<file path="src/rtl/vga_timing_gen.sv">
// vga_timing_gen: parametrised VGA raster timing generator with registered,
// blank-gated RGB and sync outputs driven from a divided pixel tick.
module vga_timing_gen #(
    parameter int H_ACTIVE = 640,
    parameter int H_FP     = 16,
    parameter int H_SYNC   = 96,
    parameter int H_BP     = 48,
    parameter int V_ACTIVE = 480,
    parameter int V_FP     = 10,
    parameter int V_SYNC   = 2,
    parameter int V_BP     = 33,
    parameter bit H_POL    = 1'b0,
    parameter bit V_POL    = 1'b0,
    parameter int CLK_DIV  = 4,
    parameter int COLOR_W  = 4,
    parameter int X_W      = 10,
    parameter int Y_W      = 10
) (
    input  logic               clk,
    input  logic               rst,
    input  logic               enable,
    input  logic [COLOR_W-1:0] pix_r,
    input  logic [COLOR_W-1:0] pix_g,
    input  logic [COLOR_W-1:0] pix_b,
    output logic               pix_tick,
    output logic               pix_req,
    output logic [X_W-1:0]     x,
    output logic [Y_W-1:0]     y,
    output logic               line_start,
    output logic               frame_start,
    output logic               hsync,
    output logic               vsync,
    output logic [COLOR_W-1:0] red,
    output logic [COLOR_W-1:0] green,
    output logic [COLOR_W-1:0] blue
);
    localparam int H_TOTAL = H_ACTIVE + H_FP + H_SYNC + H_BP;
    localparam int V_TOTAL = V_ACTIVE + V_FP + V_SYNC + V_BP;
    localparam int DW      = CLK_DIV > 1 ? $clog2(CLK_DIV) : 1;

    localparam logic [DW-1:0]  DIV_MAX = DW'(CLK_DIV - 1);
    localparam logic [X_W-1:0] X_MAX   = X_W'(H_TOTAL - 1);
    localparam logic [X_W-1:0] XA      = X_W'(H_ACTIVE);
    localparam logic [X_W-1:0] HS_BEG  = X_W'(H_ACTIVE + H_FP);
    localparam logic [X_W-1:0] HS_END  = X_W'(H_ACTIVE + H_FP + H_SYNC);
    localparam logic [Y_W-1:0] Y_MAX   = Y_W'(V_TOTAL - 1);
    localparam logic [Y_W-1:0] YA      = Y_W'(V_ACTIVE);
    localparam logic [Y_W-1:0] VS_BEG  = Y_W'(V_ACTIVE + V_FP);
    localparam logic [Y_W-1:0] VS_END  = Y_W'(V_ACTIVE + V_FP + V_SYNC);

    logic [DW-1:0]      div_q, div_d;
    logic [X_W-1:0]     x_q, x_d;
    logic [Y_W-1:0]     y_q, y_d;
    logic               tick_q, tick_d, run_q, run_d, ls_q, ls_d, fs_q, fs_d;
    logic               hs_q, hs_d, vs_q, vs_d, upd, x_end, y_end;
    logic [COLOR_W-1:0] r_q, r_d, g_q, g_d, b_q, b_d;

    // The first tick after idle starts the raster at (0,0) without advancing,
    // so pixel (0,0) gets a full request period and the start strobes fire.
    always_comb begin
        pix_req = (x_q < XA) && (y_q < YA);
        tick_d  = enable && (div_q == DIV_MAX);
        div_d   = (!enable || tick_d) ? '0 : div_q + 1'b1;
        run_d   = enable && (run_q || tick_d);
        upd     = tick_d && run_q;
        x_end   = x_q == X_MAX;
        y_end   = y_q == Y_MAX;
        x_d     = !run_d ? '0 : !upd ? x_q : x_end ? '0 : x_q + 1'b1;
        y_d     = !run_d ? '0 : (upd && x_end) ? (y_end ? '0 : y_q + 1'b1) : y_q;
        ls_d    = tick_d && (x_d == '0);
        fs_d    = ls_d && (y_d == '0);
        hs_d    = !enable ? ~H_POL : upd ? ((x_q >= HS_BEG && x_q < HS_END) ? H_POL : ~H_POL) : hs_q;
        vs_d    = !enable ? ~V_POL : upd ? ((y_q >= VS_BEG && y_q < VS_END) ? V_POL : ~V_POL) : vs_q;
        r_d     = !enable ? '0 : upd ? (pix_req ? pix_r : '0) : r_q;
        g_d     = !enable ? '0 : upd ? (pix_req ? pix_g : '0) : g_q;
        b_d     = !enable ? '0 : upd ? (pix_req ? pix_b : '0) : b_q;
    end

    always_ff @(posedge clk or negedge rst) begin
        if (!rst) begin
            div_q  <= '0;
            x_q    <= '0;
            y_q    <= '0;
            tick_q <= 1'b0;
            run_q  <= 1'b0;
            ls_q   <= 1'b0;
            fs_q   <= 1'b0;
            hs_q   <= ~H_POL;
            vs_q   <= ~V_POL;
            r_q    <= '0;
            g_q    <= '0;
            b_q    <= '0;
        end else begin
            div_q  <= div_d;
            x_q    <= x_d;
            y_q    <= y_d;
            tick_q <= tick_d;
            run_q  <= run_d;
            ls_q   <= ls_d;
            fs_q   <= fs_d;
            hs_q   <= hs_d;
            vs_q   <= vs_d;
            r_q    <= r_d;
            g_q    <= g_d;
            b_q    <= b_d;
        end
    end

    assign pix_tick    = tick_q;
    assign x           = x_q;
    assign y           = y_q;
    assign line_start  = ls_q;
    assign frame_start = fs_q;
    assign hsync       = hs_q;
    assign vsync       = vs_q;
    assign red         = r_q;
    assign green       = g_q;
    assign blue        = b_q;
endmodule

</file>
<file path="config.mk">
export PLATFORM = sky130hd
export DESIGN_NAME = vga_timing_gen
export DESIGN_NICKNAME = d
export VERILOG_FILES = /design/src/rtl/vga_timing_gen.sv
export SDC_FILE = /design/constraint.sdc
export NUM_CORES = 1
export LEC_CHECK = 0
export ABC_AREA = 1
export CORE_MARGIN = 2
export CORE_UTILIZATION = 50
export DETAILED_ROUTE_END_ITERATION = 10
export GPL_TIMING_DRIVEN = 0
export PLACE_DENSITY = 0.8
export SLEW_MARGIN = 20
export SYNTH_ARGS = -nofsm -noshare
export SYNTH_HDL_FRONTEND = slang
export SYNTH_SLANG_ARGS = --single-unit
</file>
<file path="constraint.sdc">
create_clock -name clk -period 2.25 [get_ports clk]
set_input_delay 0.45 -clock clk [delete_from_list [all_inputs] [get_ports clk]]
set_output_delay 0.45 -clock clk [all_outputs]
set_load 0.1 [all_outputs]
</file>
==> results.rst <==
.. list-table::
   :header-rows: 1

   * - Metric
     - Value
   * - Mean routed wirelength per cell
     - 12.9 µm
   * - Arrival time of the worst setup path
     - 1.76 ns
   * - Gate count of the mapped netlist
     - 292
   * - Routed Wire Length
     - 5.22 mm
   * - Max-slew violation count
     - 0
   * - Total via count in the routed design
     - 2090
   * - Max clock buf depth
     - 2
   * - Clock net sink count
     - 40
   * - Biggest area contributors in the synthesized netlist
     - sky130_fd_sc_hd__dfrtp_1 42%, sky130_fd_sc_hd__nand2_1 13%, sky130_fd_sc_hd__inv_1 9.0%
   * - Critical path startpoint category
     - flip-flop
   * - Number of detailed-route iterations in the first pass
     - 4
   * - Overall power of the completed layout
     - 1.43 mW
   * - Largest net degree at the start of global routing
     - 31
   * - Quantity of hold-fixing buffers added after cts
     - 0
   * - Run status
     - complete, no violations
   * - Yosys top cell area share
     - 42.0%
   * - Layout cell share with drive strength beyond 1
     - 10.8%
   * - Hold Violations, Final
     - 0
   * - WP buf/inv
     - 1
   * - Floorplan die height
     - 71.3 µm
   * - Last weighted congestion value of the routability-driven placer
     - about 0.95
   * - Final Cell Area
     - 3000 µm²
   * - Clock Latency Late Sink
     - 0.29 ns
   * - Netlist cell types
     - 33
   * - Placed instance area
     - approximately 2900 µm²
   * - CP Capture Type
     - output port
   * - Number of input and output port buffers inserted
     - 52
   * - Number of placed instances with taps included
     - between 300 and 400
   * - Sequential cell area fraction in the yosys report
     - 44.4%
   * - Clock tree from TritonCTS
     - built
   * - Worst-path cell chain
     - clkdlybuf4s50_1
   * - Count of boundary I/O pins
     - 53
   * - TritonCTS Buffers
     - 5
   * - Post-route antenna net violation count
     - 0
   * - Worst-Margin Slew
     - a little under 1 ns
   * - Max Freq
     - 452 MHz
   * - Number of synthesized register bits
     - 40
   * - Number of flops mapped to enable cells by yosys
     - 0
   * - Number of nets in the layout
     - about 370
   * - Fin crit period
     - about 2.2 ns
   * - Warnings from Yosys
     - 0
   * - Worst min-delay path category
     - primary input to async pin
   * - Initial core utilization
     - 52.0%
   * - Syn Nets
     - 312
   * - # diodes
     - 0
   * - CP max stage cell
     - sky130_fd_sc_hd__clkdlybuf4s50_1
   * - Area of the mapped netlist
     - 2260 µm²
   * - Static Leakage
     - 1.83 nW
   * - Clock-pin slew on the worst setup and hold paths
     - 0.08 ns
   * - Core utilization of the finished layout
     - 68.8%
   * - Floorplan die width
     - 71.3 µm
   * - Kind of cell adding the most delay to the critical path
     - buffers and inverters
   * - Highest cell delay on the worst timing path
     - 1.13 ns
   * - Half-perimeter wire length after detailed placement
     - 3.94 mm
   * - Max-cap violations
     - 0
   * - Setup Buffers After CTS
     - 0
   * - Start-to-end type of the worst setup path
     - flip-flop to output port
   * - Number of global-route vias before repair
     - 1976
   * - Clock tree skew after final layout
     - 0.00817 ns
   * - Final standard cell count with taps included and fillers excluded
     - 405
   * - Wire length of the first global-routing pass
     - 8.87 mm
   * - H-tree depth
     - 2
   * - Std-Cell Core Area
     - 4350 µm²
   * - Antenna violations before repair
     - 0
   * - DRC violations left
     - 0
   * - Overflow after GRT
     - 0
   * - Final critical-path share of the clock period
     - a little under 100%
   * - WP data required
     - 1.80 ns
   * - Via-to-Cell Ratio
     - 5.16
   * - Post-synthesis async set-or-reset flop share
     - 100%
   * - Post-synthesis cell type with the largest combined area
     - sky130_fd_sc_hd__dfrtp_1
   * - Unrepaired setup endpoints after global routing
     - false
   * - DR iter-0 viols
     - 80
   * - Layout overhead on the synthesized area
     - 32.4%
   * - Area of the die
     - 5080 µm²
   * - Setup violators final
     - 0
   * - Number of placement rows
     - 24
   * - GRT Total Usage
     - 21.9%
   * - Commonest register cell after synthesis
     - sky130_fd_sc_hd__dfrtp_1
   * - Max FO, Critical Path
     - 1
   * - Worst slew margin
     - 34.4%
   * - Pwr per Cell Area
     - ~480 nW/µm²
   * - Worst supply voltage drop on vdd
     - 374 µV
   * - Synthesized area divided by synthesized cell count
     - 7.75 µm²
   * - Master cell of the clock root buffer
     - sky130_fd_sc_hd__clkbuf_8
layer usage:
layer / vias to the layer above / part of all wire (%) / track usage, %
li1: 1058 / - / -
met1: 954 / 46 / 30.6
met2: 70 / 46 / 33.5
met3: 8 / 7.2 / 6.19
met4: 0 / 1.2 / 6.29
met5: - / 0 / 0
cell families (layout without fill, tap and decap cells):
kind of cell               count (synthesis)  after routing  share of synthesized area [%]
adders and majority gates                  5              5                           2.77
xor gates and xnor gates                   3              3                           1.16
DFF                                       40             40                           44.4
AOI/OAI and AO/OA                         21             21                           7.85
and+or+nand+nor                          163            163                           33.6
buffers and inverters                     60            121                           10.3
cells in the final DEF (no fill, tap or decap), types with 2 or more instances in the layout:
| cell | instances |
|---|---|
| sky130_fd_sc_hd__dfrtp_2 | 6 |
| sky130_fd_sc_hd__inv_1 | 54 |
| sky130_fd_sc_hd__dfrtp_1 | 32 |
| sky130_fd_sc_hd__nand2_2 | 2 |
| sky130_fd_sc_hd__dfstp_2 | 2 |
| sky130_fd_sc_hd__clkdlybuf4s50_1 | 17 |
| sky130_fd_sc_hd__xor2_1 | 3 |
| sky130_fd_sc_hd__dlygate4sd2_1 | 22 |
| sky130_fd_sc_hd__a32o_1 | 12 |
| sky130_fd_sc_hd__nor2_2 | 3 |
| sky130_fd_sc_hd__nor3_2 | 2 |
| sky130_fd_sc_hd__ha_1 | 5 |
| sky130_fd_sc_hd__nand2_1 | 78 |
| sky130_fd_sc_hd__clkbuf_8 | 5 |
| sky130_fd_sc_hd__clkbuf_1 | 3 |
| sky130_fd_sc_hd__o21ai_0 | 3 |
| sky130_fd_sc_hd__nor2_4 | 4 |
| sky130_fd_sc_hd__nor3_1 | 3 |
| sky130_fd_sc_hd__nand3b_1 | 2 |
| sky130_fd_sc_hd__nand3_1 | 30 |
| sky130_fd_sc_hd__nor2_1 | 26 |
| sky130_fd_sc_hd__dlymetal6s2s_1 | 11 |
| sky130_fd_sc_hd__nand4_1 | 6 |
| sky130_fd_sc_hd__buf_2 | 2 |
final timing paths:
check,start,endpoint,slack [ns],cells past startpoint
min reg2reg,div_q[0]$_DFF_PN0_,div_q[0]$_DFF_PN0_,0.45,1
max in group asynchronous,rst,vsync$_DFFE_PN1P_,1.72,2
max,line_start$_DFF_PN0_,line_start,0.04,1
min,rst,red[2]$_DFFE_PN0P_,0.02,1
max reg2reg,div_q[0]$_DFF_PN0_,frame_start$_DFF_PN0_,0.24,11
min in group clk,div_q[0]$_DFF_PN0_,div_q[0]$_DFF_PN0_,0.45,1
sequential cells by signal, indices dropped and copies added (netlist names):
signal / cells
run_q: 1
line_start: 1
red: 4
x: 10
frame_start: 1
hsync: 1
div_q: 2
y: 10
vsync: 1
pix_tick: 1
blue: 4
green: 4
cell type report:
type	instances	area, µm²
multi-input cells	192	1040
fillers	347	1360
clock inverters	3	42.5
plain buffers	5	23.8
clock buffers	5	68.8
flip-flops and latches	40	1010
inverters	55	211
well taps	52	65.1
repair buffers	53	537
synthesized netlist by cell type (3+ instances only):
cell	n
sky130_fd_sc_hd__nand2_1	78
sky130_fd_sc_hd__inv_1	54
sky130_fd_sc_hd__dfrtp_1	38
sky130_fd_sc_hd__nand3_1	30
sky130_fd_sc_hd__nor2_1	28
sky130_fd_sc_hd__a32o_1	12
sky130_fd_sc_hd__nand4_1	6
sky130_fd_sc_hd__ha_1	5
sky130_fd_sc_hd__nor2_4	4
sky130_fd_sc_hd__nor3_1	4
sky130_fd_sc_hd__clkbuf_1	3
sky130_fd_sc_hd__o21ai_0	3
sky130_fd_sc_hd__xor2_1	3
power by group:
part / switching (mW) / internal [mW] / leakage, nW
combinational: 0.0671 / 0.0406 / 1.24
clock: 0.259 / 0.328 / 0.0541
sequential: 0.00477 / 0.727 / 0.539
through the flow:
step / TNS [ns] / hold WS, ns / worst slack [ns]
global placement: -10.99 / 0.431 / -0.573
finish: 0 / 0.0196 / 0.0376
CTS: -0.0448 / 0.0229 / -0.0448
floorplan: 0 / 0.154 / 0.0117
global route: 0 / 0.0248 / 0.00377
detailed placement: -0.779 / 0.345 / -0.578
timing repair:
| action | CTS | global route |
|---|---|---|
| pin swaps | 0 | 0 |
| resized for setup | 29 | 15 |
| endpoints found under the setup margin | 23 | 13 |
Note: power is estimated with default switching activity, not from simulation.
